[src/rtl/fp_vec_mul_sequencer.sv]
// Vector multiply sequencer around a single-precision stb/ack multiplier core.
// Loads operand buffers A/B, issues A[i]*B[i] one pair at a time, captures
// each product into R[i] and pulses done when the vector is complete.
module fp_vec_mul_sequencer #(
  parameter int WIDTH = 32,
  parameter int DEPTH = 8,
  parameter int AW    = 3
) (
  input  logic             clk_i,
  input  logic             rst_ni,
  input  logic             wr_en_i,
  input  logic             wr_sel_i,
  input  logic [AW-1:0]    wr_addr_i,
  input  logic [WIDTH-1:0] wr_data_i,
  input  logic [AW:0]      len_i,
  input  logic             start_i,
  output logic             busy_o,
  output logic             done_o,
  output logic             err_o,
  input  logic [AW-1:0]    rd_addr_i,
  output logic [WIDTH-1:0] rd_data_o,
  output logic [WIDTH-1:0] mul_a_o,
  output logic             mul_a_stb_o,
  input  logic             mul_a_ack_i,
  output logic [WIDTH-1:0] mul_b_o,
  output logic             mul_b_stb_o,
  input  logic             mul_b_ack_i,
  input  logic [WIDTH-1:0] prod_z_i,
  input  logic             prod_z_stb_i,
  output logic             prod_z_ack_o
);

  typedef enum logic [1:0] {S_IDLE, S_ISSUE, S_COLLECT, S_DONE} state_e;

  state_e                      state_q, state_d;
  logic [AW-1:0]               idx_q, idx_d, idx_nxt;
  logic [AW:0]                 len_q, len_d;
  logic                        a_sent_q, a_sent_d, b_sent_q, b_sent_d;
  logic                        a_stb_q, a_stb_d, b_stb_q, b_stb_d, z_ack_q, z_ack_d;
  logic                        busy_q, busy_d, done_q, done_d, err_q, err_d;
  logic [WIDTH-1:0]            mul_a_q, mul_a_d, mul_b_q, mul_b_d;
  logic [DEPTH-1:0][WIDTH-1:0] a_mem_q, b_mem_q, r_mem_q;
  logic                        a_xfer, b_xfer, z_xfer, len_ok, last, pair_sent;

  assign a_xfer    = a_stb_q & mul_a_ack_i;
  assign b_xfer    = b_stb_q & mul_b_ack_i;
  assign z_xfer    = z_ack_q & prod_z_stb_i;
  assign pair_sent = (a_sent_q | a_xfer) & (b_sent_q | b_xfer);
  assign len_ok    = (len_i != '0) && (len_i <= (AW+1)'(DEPTH));
  assign last      = ({1'b0, idx_q} == len_q - (AW+1)'(1));
  assign idx_nxt   = idx_q + AW'(1);

  assign busy_o       = busy_q;
  assign done_o       = done_q;
  assign err_o        = err_q;
  assign mul_a_o      = mul_a_q;
  assign mul_b_o      = mul_b_q;
  assign mul_a_stb_o  = a_stb_q;
  assign mul_b_stb_o  = b_stb_q;
  assign prod_z_ack_o = z_ack_q;
  assign rd_data_o    = r_mem_q[rd_addr_i];

  // State register
  always_ff @(posedge clk_i or negedge rst_ni) begin
    if (!rst_ni) state_q <= S_IDLE;
    else         state_q <= state_d;
  end

  // Next-state logic; an illegal length skips straight to DONE
  always_comb begin
    state_d = state_q;
    case (state_q)
      S_IDLE:    if (start_i) state_d = len_ok ? S_ISSUE : S_DONE;
      S_ISSUE:   if (pair_sent) state_d = S_COLLECT;
      S_COLLECT: if (z_xfer) state_d = last ? S_DONE : S_ISSUE;
      S_DONE:    state_d = S_IDLE;
      default:   state_d = S_IDLE;
    endcase
  end

  // Next values of the registered outputs and sequencing counters
  always_comb begin
    idx_d    = idx_q;
    len_d    = len_q;
    a_sent_d = a_sent_q;
    b_sent_d = b_sent_q;
    a_stb_d  = a_stb_q;
    b_stb_d  = b_stb_q;
    z_ack_d  = z_ack_q;
    busy_d   = busy_q;
    done_d   = 1'b0;
    err_d    = err_q;
    mul_a_d  = mul_a_q;
    mul_b_d  = mul_b_q;
    case (state_q)
      S_IDLE: if (start_i) begin
        len_d = len_i;
        idx_d = '0;
        err_d = 1'b0;
        if (len_ok) begin
          busy_d   = 1'b1;
          a_stb_d  = 1'b1;
          b_stb_d  = 1'b1;
          a_sent_d = 1'b0;
          b_sent_d = 1'b0;
          mul_a_d  = a_mem_q[0];
          mul_b_d  = b_mem_q[0];
        end
      end
      S_ISSUE: begin
        // each port drops its own strobe on its own transfer edge
        if (a_xfer) begin a_stb_d = 1'b0; a_sent_d = 1'b1; end
        if (b_xfer) begin b_stb_d = 1'b0; b_sent_d = 1'b1; end
        if (pair_sent) begin a_sent_d = 1'b0; b_sent_d = 1'b0; end
      end
      S_COLLECT: begin
        // ack only after the product strobe has been observed
        if (prod_z_stb_i && !z_ack_q) z_ack_d = 1'b1;
        if (z_xfer) begin
          z_ack_d = 1'b0;
          if (!last) begin
            idx_d   = idx_nxt;
            a_stb_d = 1'b1;
            b_stb_d = 1'b1;
            mul_a_d = a_mem_q[idx_nxt];
            mul_b_d = b_mem_q[idx_nxt];
          end
        end
      end
      S_DONE: begin
        done_d = 1'b1;
        busy_d = 1'b0;
        err_d  = (len_q == '0) || (len_q > (AW+1)'(DEPTH));
      end
      default: ;
    endcase
  end

  // Registered outputs and counters
  always_ff @(posedge clk_i or negedge rst_ni) begin
    if (!rst_ni) begin
      idx_q <= '0; len_q <= '0; a_sent_q <= 1'b0; b_sent_q <= 1'b0;
      a_stb_q <= 1'b0; b_stb_q <= 1'b0; z_ack_q <= 1'b0;
      busy_q <= 1'b0; done_q <= 1'b0; err_q <= 1'b0;
      mul_a_q <= '0; mul_b_q <= '0;
    end else begin
      idx_q <= idx_d; len_q <= len_d; a_sent_q <= a_sent_d; b_sent_q <= b_sent_d;
      a_stb_q <= a_stb_d; b_stb_q <= b_stb_d; z_ack_q <= z_ack_d;
      busy_q <= busy_d; done_q <= done_d; err_q <= err_d;
      mul_a_q <= mul_a_d; mul_b_q <= mul_b_d;
    end
  end

  // Operand loads in IDLE only; one result capture per product handshake
  always_ff @(posedge clk_i or negedge rst_ni) begin
    if (!rst_ni) begin
      a_mem_q <= '0;
      b_mem_q <= '0;
      r_mem_q <= '0;
    end else begin
      if (state_q == S_IDLE && wr_en_i) begin
        if (wr_sel_i) b_mem_q[wr_addr_i] <= wr_data_i;
        else          a_mem_q[wr_addr_i] <= wr_data_i;
      end
      if (state_q == S_COLLECT && z_xfer) r_mem_q[idx_q] <= prod_z_i;
    end
  end

endmodule

[config.mk]
export PLATFORM = sky130hd
export DESIGN_NAME = fp_vec_mul_sequencer
export DESIGN_NICKNAME = d
export VERILOG_FILES = /design/src/rtl/fp_vec_mul_sequencer.sv
export SDC_FILE = /design/constraint.sdc
export NUM_CORES = 1
export LEC_CHECK = 0
export BUFFER_PORTS_ARGS = -buffer_cell sky130_fd_sc_hd__buf_2
export CORE_MARGIN = 2
export CORE_UTILIZATION = 60
export CTS_BUF_LIST = sky130_fd_sc_hd__clkbuf_8
export DETAILED_ROUTE_END_ITERATION = 16
export GPL_TIMING_DRIVEN = 0
export PLACE_DENSITY = 0.78
export SKIP_LAST_GASP = 1
export SYNTH_ARGS = -nofsm -noshare
export SYNTH_HDL_FRONTEND = slang
export SYNTH_SLANG_ARGS = --single-unit
[constraint.sdc]
create_clock -name clk_i -period 2.85 [get_ports clk_i]
set_clock_uncertainty 0.2 [all_clocks]
set_input_delay 0.57 -clock clk_i [delete_from_list [all_inputs] [get_ports clk_i]]
set_output_delay 0.57 -clock clk_i [all_outputs]
set_load 0.01 [all_outputs]
==> flow_summary_export.csv <==
group,metric,value,unit
clock_tree,clk_latency,0.81,ns
timing,timing.final.ws_setup,-0.0628,ns
pwr,clock_power_share,24.7,%
run_status,outcome,"complete, but fails checks",
synthesis,synth-seq-area-share,55.5,%
timing,rsz0062_at_grt,"true",
grt,grt_start_max_net_pins,134,
drt,vias,25200,
critical_path,max_stage_delay,0.53,ns
critical_path,start_kind,"flip-flop",
floorplanning,core_area,63100,um^2
critical_path,criticalPathCategory,"flip-flop to primary output",
pwr,vdd_drop_max,0.000589,V
synthesis,syn_nets,2773,
synthesis,synth_area,38300,um^2
run_status,violations,"negative setup slack",
synthesis,ys_types,46,
cells_and_area,nNetsFinal,3197,
critical_path,crit_slowest_cell,"mux4_2",
grt,grt.total_usage,31.4,%
drt,dr.pass1.iters,7,
clock_tree,cts_max_level,4,
place,gp_congestion,0.839,
cells_and_area,ff_latch_area,21200,um^2
pwr,p_sw,13.5,mW
cells_and_area,multiInputGateArea,16200,um^2
pwr,total_power,41.8,mW
floorplanning,io_pins,184,
timing,post-route-min-period,2.91,ns
pwr,power_per_cell_area,941,nW/um^2
synthesis,synth_common_cells,"dfrtp_1 (849), mux2_2 (769), mux2i_1 (257), a22oi_1 (129), clkbuf_1 (101)",
place,numPortBuffers,178,
synthesis,ys_ff_latch,849,
drt,ant_nets,0,
synthesis,synth_edf_count,0,
timing,worst_slew_pin_slew,0.950,ns
floorplanning,start_util,60.7,%
critical_path,end_kind,"primary output",
flow_run,drv_cap,0,
drt,routed_via_density,6.21,
synthesis,synth-main-ff-cell,"dfrtp_1",
drt,drc_errors,0,
floorplanning,die_area,65800,um^2
timing,fmax,343,MHz
clock_tree,cts.sinks,849,
timing,slew_viol_final,0,
floorplanning,die_h,257,um
clock_tree,cts_tree,"yes",
critical_path,crit_chain,"mux4_2 > mux2_4 > buf_6",
clock_tree,clkTransAtPathRegs,0.06,ns
cells_and_area,area_delta_synth_final,16.2,%
critical_path,required,2.08,ns
floorplanning,fp-row-count,92,
critical_path,crit_path_max_fanout,2,
floorplanning,die_x,257,um
pwr,leakage,20.7,nW
place,place_area,40400,um^2
grt,grt_pass1_vias,26800,
synthesis,yosysMostFrequentCell,"dfrtp_1",
critical_path,arrival,2.14,ns
grt,grt_pass1_wl,158,mm
synthesis,synth_top_area_cell,"dfrtp_1",
min_path,hold_path_class,"primary input to async pin",
synthesis,synth_area_leaders,"dfrtp_1 (56%), mux2_2 (23%), mux2i_1 (6.7%)",
drt,drt-total-wl,102,mm
synthesis,synth_top_cell_area_share,55.5,%
clock_tree,cts_max_path_buffers,3,
drt,wire_per_inst,25.1,um
place,place_hpwl,67.3,mm
timing,hold_ws,0.0572,ns
timing,setup_violations,39,
timing,hold_viol_final,0,
grt,overflow,0,
pwr,seqPwrFrac,45.7,%
synthesis,syn-instance-count,2688,
grt,antenna_found_initial,6,
synthesis,synth_area_per_cell,14.2,um^2
pwr,p_comb_share,29.6,%
pwr,switching_share,32.3,%
cells_and_area,layout-drive-gt1-share,42.6,%
drt,first_iter_violations,2029,
cells_and_area,design_area,44500,um^2
synthesis,ys_warn_count,0,
cells_and_area,fillers,4274,
timing,finalSetupTns,-1.20,ns
clock_tree,cts_buffers,143,
clock_tree,cts_root_buf,"clkbuf_8",
pwr,p_int,28.3,mW
timing,relSlewSlack,36.7,%
timing,timing.final.crit_share,102,%
synthesis,async_reset_ff_share,100,%
==> kinds of logic after synthesis <==
group                    Yosys count  synth area share (%)
flip-flops                       849                  55.5
AO/OA/AOI/OAI                    281                  4.86
XOR/XNOR                           7                 0.160
adder cells (fa/ha/maj)            3                0.0981
multiplexers                    1123                  34.1
AND/OR/NAND/NOR                  202                  2.65
buffers and inverters            223                  2.60
==> metal layers <==
metal	track usage, %	part of all wire (%)	up-vias
li1	-	-	10800
met5	0	0	-
met2	52.5	50	969
met4	13.1	3.5	0
met3	5.67	6.3	228
met1	40.8	40	13300
==> timing repair <==
item,CTS,global route
resized for setup,93,43
pin swaps,0,1
hold endpoints to repair,843,0
hold buffers,72,0
buffers inserted,13,11
endpoints found under the setup margin,122,126
==> state kept, by name, indices dropped and copies added, names as in the netlist, 2 cells and up <==
register / cells
mul_b_o: 32
state_q: 2
len_q: 4
idx_q: 3
r_mem_q: 256
b_mem_q: 256
a_mem_q: 256
mul_a_o: 32
==> power by group through the flow <==
stage	clock [mW]	combinational [mW]	sequential, mW
6_report	10.3	12.4	19.1
5_1_grt	11.0	13.4	19.6
4_1_cts	10.4	12.3	19.1
3_5_place_dp	0	12.0	19.2
3_3_place_gp	0	11.4	18.9
2_1_floorplan	0	8.47	18.6
==> through the flow <==
step,instances,util [%],setup WS [ns]
floorplan,2688,-,0.00747
global placement,3712,63.7,-15.96
detailed placement,3719,64.1,-0.756
CTS,4046,70.2,-0.0602
global route,4060,70.5,-0.103
finish,4066,70.5,-0.0628
==> worst max-delay path: cells and delay by family (launching register included) <==
kind	cells	cell delay (ns)
DFF	1	0.41
buffers and inverters	1	0.12
muxes	2	0.82
==> path summary, 6_finish.rpt <==
path                              startpoint            end  slack, ns  cells past startpoint
worst max-delay path            r_mem_q[246]  rd_data_o[22]      -0.06                      3
worst min-delay path                  rst_ni   r_mem_q[195]       0.06                      2
worst max register to register    state_q[0]   a_mem_q[136]      -0.06                      5
worst min register to register  r_mem_q[200]   r_mem_q[200]       0.28                      1
max in group asynchronous             rst_ni   a_mem_q[231]       0.40                      5
min in group clk_i                   start_i     state_q[1]       0.09                      4
==> layout make-up <==
type                       instances  share of cell area [%]
antenna                            9                  0.0507
buffer                           216                    2.38
clock buffer                     172                    5.32
clock inverter                    72                   0.740
inverter                           5                  0.0422
multi-input combinational       1616                    36.3
sequential                       849                    47.8
tap                              846                    2.38
timing repair buffer             281                    4.96
==> cell usage in the layout (no fill, tap or decap), types with 64 or more instances in the layout <==
master,count
dlygate4sd3_1,72
a22oi_1,129
mux4_2,64
nand3_1,69
mux2i_1,257
a21oi_1,68
a31oi_1,66
mux2_2,740
buf_2,218
dfrtp_1,849
nand2_1,84
clkbuf_1,69
clkbuf_8,172
Power figures use the tool's default switching activity.
